`src/rtl/game_ctrl.sv`:
```
// Game-flow controller: button synchronizer, life counting and hit/respawn timing
// for the scrolling chicken game. All outputs decode from registered state only.
module game_ctrl #(
    parameter int LIVES      = 3,
    parameter int HIT_FRAMES = 64
) (
    input  logic       clk,
    input  logic       reset,
    input  logic       move_btn,
    input  logic       collision,
    input  logic       frame_tick,
    output logic       play_rst,
    output logic       scroll_en,
    output logic [1:0] lives,
    output logic [2:0] state,
    output logic       flash,
    output logic       game_over
);

    typedef enum logic [2:0] {
        S_IDLE    = 3'd0,
        S_PLAY    = 3'd1,
        S_HIT     = 3'd2,
        S_RESPAWN = 3'd3,
        S_OVER    = 3'd4
    } state_e;

    localparam logic [1:0] LIVES_INIT = 2'(LIVES);
    localparam logic [6:0] LAST_FRAME = 7'(HIT_FRAMES - 1);

    state_e     state_q, state_d;
    logic [1:0] lives_q, lives_d;
    logic [6:0] frame_cnt_q, frame_cnt_d;
    logic       hit_pending_q, hit_pending_d;
    logic       sync1_q, sync2_q, prev_q;
    logic       btn_rise;

    assign btn_rise = sync2_q & ~prev_q;

    always_ff @(posedge clk) begin
        if (reset) begin
            state_q       <= S_IDLE;
            lives_q       <= LIVES_INIT;
            frame_cnt_q   <= 7'd0;
            hit_pending_q <= 1'b0;
            sync1_q       <= 1'b0;
            sync2_q       <= 1'b0;
            prev_q        <= 1'b0;
        end else begin
            state_q       <= state_d;
            lives_q       <= lives_d;
            frame_cnt_q   <= frame_cnt_d;
            hit_pending_q <= hit_pending_d;
            sync1_q       <= move_btn;
            sync2_q       <= sync1_q;
            prev_q        <= sync2_q;
        end
    end

    always_comb begin
        state_d       = state_q;
        lives_d       = lives_q;
        frame_cnt_d   = frame_cnt_q;
        hit_pending_d = hit_pending_q;
        case (state_q)
            S_IDLE: begin
                if (btn_rise) state_d = S_PLAY;
            end
            S_PLAY: begin
                // A collision can land between frame ticks; remember it until the next tick.
                if (collision) hit_pending_d = 1'b1;
                if (frame_tick && (hit_pending_q || collision)) begin
                    state_d       = S_HIT;
                    hit_pending_d = 1'b0;
                    frame_cnt_d   = 7'd0;
                    lives_d       = (lives_q != 2'd0) ? lives_q - 2'd1 : 2'd0;
                end
            end
            S_HIT: begin
                if (frame_tick) begin
                    frame_cnt_d = frame_cnt_q + 7'd1;
                    if (frame_cnt_q == LAST_FRAME)
                        state_d = (lives_q == 2'd0) ? S_OVER : S_RESPAWN;
                end
            end
            S_RESPAWN: begin
                state_d = S_PLAY;
            end
            S_OVER: begin
                if (btn_rise) begin
                    lives_d = LIVES_INIT;
                    state_d = S_RESPAWN;
                end
            end
            default: begin
                state_d = S_IDLE;
            end
        endcase
    end

    assign state     = state_q;
    assign lives     = lives_q;
    assign play_rst  = (state_q == S_IDLE) || (state_q == S_RESPAWN);
    assign scroll_en = (state_q == S_PLAY);
    assign flash     = (state_q == S_HIT) ? frame_cnt_q[3] : 1'b0;
    assign game_over = (state_q == S_OVER);

endmodule

```
`config.mk`:
```
export PLATFORM = sky130hd
export DESIGN_NAME = game_ctrl
export DESIGN_NICKNAME = d
export VERILOG_FILES = /design/src/rtl/game_ctrl.sv
export SDC_FILE = /design/constraint.sdc
export NUM_CORES = 1
export LEC_CHECK = 0
export CAP_MARGIN = 10
export CORE_MARGIN = 4
export CORE_UTILIZATION = 35
export CTS_CLUSTER_SIZE = 12
export DETAILED_ROUTE_END_ITERATION = 8
export HOLD_SLACK_MARGIN = 0.08
export PLACE_DENSITY = 0.68
export SLEW_MARGIN = 20
export SYNTH_ARGS = -nofsm -noshare
export SYNTH_HDL_FRONTEND = slang
export SYNTH_SLANG_ARGS = --single-unit
```
`constraint.sdc`:
```
create_clock -name clk -period 1.8 [get_ports clk]
set_clock_uncertainty 0.15 [all_clocks]
set_input_delay 0.36 -clock clk [delete_from_list [all_inputs] [get_ports clk]]
set_output_delay 0.36 -clock clk [all_outputs]
set_load 0.05 [all_outputs]
```
# Word-level counts from Yosys, hierarchy flattened
# Cells that the tools add are included.
[totals] regBits=16 input_bits=5 out_inout_bits=9 word_cells=51
[op_classes] n_addsub=2 n_eq_ne=10 n_mux=17 bitwise=2 n_reduce_logical=13
[ops] cell="3-bit two-way mux" count=6
[ops] cell="3-bit case mux with 5 select lines" count=1
[ops] cell="7-bit two-way mux" count=2
[ops] cell="7-bit case mux with 2 select lines" count=1
[ops] cell="2-bit nonzero test" count=4
[ops] cell="7-bit by 1-bit adder with 7-bit output, second input constant" count=1
[ops] cell="7-bit by 6-bit == test with 1-bit output, second input constant" count=1
[ops] cell="3-bit by 2-bit == test with 1-bit output, second input constant" count=2
[ops] cell="2-bit two-way mux" count=3
[ops] cell="2-bit != test, second input constant" count=3
[ops] cell="3-bit AND reduction" count=2
[ops] cell="5-bit AND reduction" count=1
[ops] cell="2-bit by 1-bit != test with 1-bit output, second input constant" count=2
[ops] cell="2-bit case mux with 2 select lines" count=1
[ops] cell="3-bit by 1-bit == test with 1-bit output, second input constant" count=1
[ops] cell="3-bit == test, second input constant" count=1
[ops] cell="3-bit zero test" count=1
[ops] cell="1-bit two-way mux" count=3
[ops] cell="2-bit zero test" count=1
[ops] cell="1-bit logical OR" count=2
[ops] cell="2-bit AND reduction" count=1
[ops] cell="2-bit by 1-bit subtractor with 2-bit output, second input constant" count=1
[ops] cell="1-bit AND" count=1
[ops] cell="1-bit logical AND" count=1
[ops] cell="1-bit inverter" count=1

# Logic depth before layout (Yosys ltp)
[depth] word_depth=5 depth_mapped=5 ltp_nobuf=5

# Worst setup path before layout
# OpenSTA, ideal clock, no wires.
[synth_path] kind="reg2reg" from="register state_q[0] (netlist: state[0])" to="register state_q[1] (netlist: state[1])" setup_ps=72 arrival_time_ps=2689 required_time_ps=1578 setup_slack_ps=-1110 stages_incl_launch_ff=5 path_buffers=0 period_less_slack_ps=2910 cell_sequence="dfxtp_1 nor3b_1 nand2_1 o311ai_1 mux2i_1"
[synth_via] elab_chain_cells=3 elab_cells_between_ends=12 classes_between="eq/ne: 9; mux: 1; reduce/logical: 2"
[synth_rtl] element="start, declared" line="31" rtl="state_e state_q, state_d;"
[synth_rtl] element="start signal, assigned" line="50" rtl="state_q <= state_d;"
[synth_rtl] element="3-bit by 1-bit == test with 1-bit output (*)"
[synth_rtl] element="via scroll_en" line="13" rtl="output logic scroll_en,"
[synth_rtl] element="2-bit by 1-bit != test with 1-bit output (no line)"
[synth_rtl] element="5-bit AND reduction (no line)"
# Mark *: on every way through the listed nets, which the timed path passes. The rest lies on a longest branch.
# A chain may end at the register's enable or synchronous reset.

# Worst setup path in the final report
[layout_path] from="register state_q[1] (netlist: state[1])" to="output port play_rst"
[layout_via] elab_chain_cells=2 elab_cells_between_ends=3 classes_between="eq/ne: 1; reduce/logical: 2"
[layout_rtl] element="3-bit by 2-bit == test with 1-bit output / 3-bit zero test (equally long branches)" line="103" rtl="assign play_rst = (state_q == S_IDLE) || (state_q == S_RESPAWN);"
[layout_rtl] element="1-bit logical OR (*)" line="103"
[layout_rtl] element="end, declared" line="12" rtl="output logic play_rst,"
# Every way passes the cells marked *; elsewhere a longest branch is shown, timed or not.

==> flow_results.org <==
** Clock network
- Counting along the longest clock path gives a buffer depth of 2.
- The tree is rooted in a clkbuf_4.
- Clock-pin slew of the registers on the worst-case setup and hold paths :: 0.10 ns
- CTS built an H-tree with a depth of 1.
- Buffers inserted to repair hold after CTS numbered 0.
- TritonCTS built the clock tree.
- Number of CTS-inserted buffers :: 3
- For the worst-skew pair, the clock arrives at the later sink with an insertion delay of 0.29 ns.
- Sink count of the clock tree :: 16

** Setup path
- STA classifies the critical path startpoint as a flip-flop.
- At the worst endpoint, the arrival time is between 1 and 1.5 ns.
- The worst setup path is captured at an output port.
- Crit Path Class :: flip-flop to output port
- Along the worst path, the maximum fanout reaches 6.
- Measured in cells, the most critical reg-to-reg path has a length of 7.
- The startpoint identified for the worst register-to-register timing path is state[1].
- Minimum setup slack among reg-to-reg paths :: ~0.050 ns
- Critical register-to-register path endpoint :: lives[0]
- Required @ worst endpoint :: roughly 1.3 ns

** Min path
- Counting instances, the worst hold path has a depth of 1.
- The startpoint identified for the worst hold timing path is sync1_q.
- In this run the worst hold path is classified as flip-flop to flip-flop.
- Hold-critical path endpoint :: sync2_q

** Layout
- In the layout the commonest cells are buf_4, dfxtp_1, o21ai_0, buf_12.
- Relative to the synthesized area, the layout overhead comes to 48.6%.
- Leaving out fill and tap cells, the most frequent cell in the layout is buf_4.
- For this run, the post-layout net count is about 130.
- Once layout is done, the placed cells without fillers occupy 1240 µm².
- After filler insertion, the fill cell instance count of the layout stands at 210.
- Share of post-route cells with drive strength above 1 :: 0.333
- Excluding fillers, the count of instances in the completed layout stands at roughly 150.
- The number of antenna diodes in the final layout is 0.

** Logic synthesis
- In the synthesized netlist the async set-or-reset flop fraction comes to 0.
- Post-synth top flop :: dfxtp_1
- Syn. warnings :: 0
- Mean instance size in the synthesized netlist :: 8.52 µm²
- After synthesis, the netlist uses 38 different library cells.
- Synthesis produced a netlist with a net count of between 100 and 150.
- For this run, the register share of the synthesized area comes to 0.384.
- Mapped Area :: roughly 830 µm²
- The cell count after synthesis came out at roughly 100.
- Number of register bits inferred by synthesis :: 16
- Number of enable flip-flop cells after synthesis :: 0

** Timing
- The routed design could run at a clock period as short as roughly 1.8 ns.
- Setup repair after global routing missed its margin :: yes
- Setup-violating endpoint count in the final report :: 0
- For the pin with the worst max-slew slack, the measured transition is around 0.46 ns.
- The number of max-slew violations in the final report came to 0.
- Max transition margin :: 0.690
- Fin. Hold Viols :: 0
- In the finished design, the share of the clock period the worst path needs comes to 1.00.
- Static timing analysis puts the maximum clock frequency at between 500 and 600 MHz.

** Drt
- Detail Route Antenna Nets :: 0
- Drt first-iter violations :: 31
- DR vias :: around 880
- Via/cell ratio :: about 5.7
- Wires add up to approximately 2200 µm.
- Post-detailed-route wirelength per cell :: 14.3 µm
- After detailed routing, the number of remaining DRC violations is 0.
- Detailed-router iteration count before antenna repair :: 4

** Place
- After legalization and detailed placement, the total HPWL measured about 1600 µm.
- Once placement finished, the instance area stood at around 1100 µm².
- Final weighted congestion of routability-driven global placement :: roughly 0.81
- Once placement completed, the tool counted placed cells totaling ~140.
- Buffers placed on the I/O ports in this run total 13.

** Floorplanning
- The initial utilization of the core area, before any placement, comes to 0.374.
- The total area inside the core boundary comes to between 2000 and 2500 µm².
- The die is about 57 µm tall.
- Horizontal die dimension :: 56.8 µm
- The die covers 3230 µm².
- Row generation in the floorplan step produced 17 rows.
- IO Count :: 14

** Run
- Max capacitance violation total :: 0

** Global routing
- Number of antenna violations at the first check in global routing :: 0
- The first global-routing pass estimated around 3700 µm of wire.
- Pin count of the biggest net entering global routing :: 15
- Total track usage :: 0.143
- Number of global-route vias before repair :: 828
- Global-route congestion overflow total :: 0

** Pwr
- Total power for the finished layout comes to slightly above 0.7 mW.
- Lkg Pwr :: 0.445 nW
- Dividing total power by cell area gives a power density of 587 nW/µm².
- The worst-case IR drop observed on VDD is ~0.52 mV.

** Run status
- The flow ran to the end, and the final reports show no timing, DRC or antenna violations.
==> timing repair <==
action / CTS / global route
buffers inserted: 6 / 2
setup endpoints to repair: 2 / 7
gates resized for setup: 4 / 4
pin swaps: 1 / 2
==> cell usage after synthesis, types with 2 or more instances <==
master,n,area (µm²)
dfxtp_1,16,320
nor2_1,8,30.0
o21ai_0,8,40.0
a21oi_1,7,35.0
nand2_1,7,26.3
a311oi_1,5,43.8
inv_1,4,15.0
nand2b_1,4,25.0
nand3_1,4,20.0
nor3_1,3,15.0
a41oi_1,2,17.5
and2_1,2,12.5
and2b_2,2,17.5
nor2b_1,2,12.5
==> power breakdown <==
part	internal, mW	total (mW)	switching (mW)
clock network	0.0861	0.195	0.109
registers	0.359	0.369	0.00976
logic	0.0794	0.163	0.0839
==> cells by family after synthesis <==
kind of cell,after synthesis,synth area share
simple gates,42,0.277
mux,1,0.0120
flops,16,0.384
buf+inv,7,0.0495
compound gates,31,0.262
fa+ha+maj,1,0.0150
==> worst max-delay path: stages (launching register included) <==
cell,delay [ns]
dfxtp_4,0.38
and2b_2,0.24
nor3_4,0.21
buf_12,0.16
==> stage by stage <==
stage / setup TNS, ns / hold WS [ns] / utilization / setup WS (ns)
detailed placement: -1.08 / 0.280 / 0.505 / -0.238
finish: 0 / 0.299 / 0.555 / 0.000738
CTS: -0.0117 / 0.303 / 0.543 / -0.0117
global placement: -0.733 / 0.272 / 0.505 / -0.157
global route: -0.0897 / 0.326 / 0.555 / -0.0577
floorplan: 0 / 0.264 / - / 0.00123
==> layer usage <==
metal	track usage	wire [µm]
met3	0.0575	157
met4	0.0166	21
met2	0.249	1160
met5	0	0
met1	0.169	868
==> state kept, by name (all words and copies together) (netlist names) <==
register,flops
lives,2
frame_cnt_q,7
sync1_q,1
state,3
hit_pending_q,1
prev_q,1
sync2_q,1
==> layout make-up <==
cell class                 instances  area [µm²]  area share
tap                               28        35.0      0.0283
clock buffer                       4        26.3      0.0212
inverter                           4        15.0      0.0121
sequential                        16         332       0.267
multi-input combinational         75         519       0.419
timing repair buffer              27         313       0.252
==> worst max path at each step <==
stage                     startpoint        endpoint  slack (ns)  cells past startpoint
after CTS                   state[1]        play_rst       -0.01                      3
after global placement    frame_tick  frame_cnt_q[3]       -0.16                      5
after detailed placement  frame_tick  frame_cnt_q[4]       -0.24                      5
final                       state[1]        play_rst      0.0007                      3
after floorplan             state[0]           flash       0.001                      3
after global routing        state[1]        play_rst       -0.06                      3
Note: power is estimated with default switching activity, not from simulation.
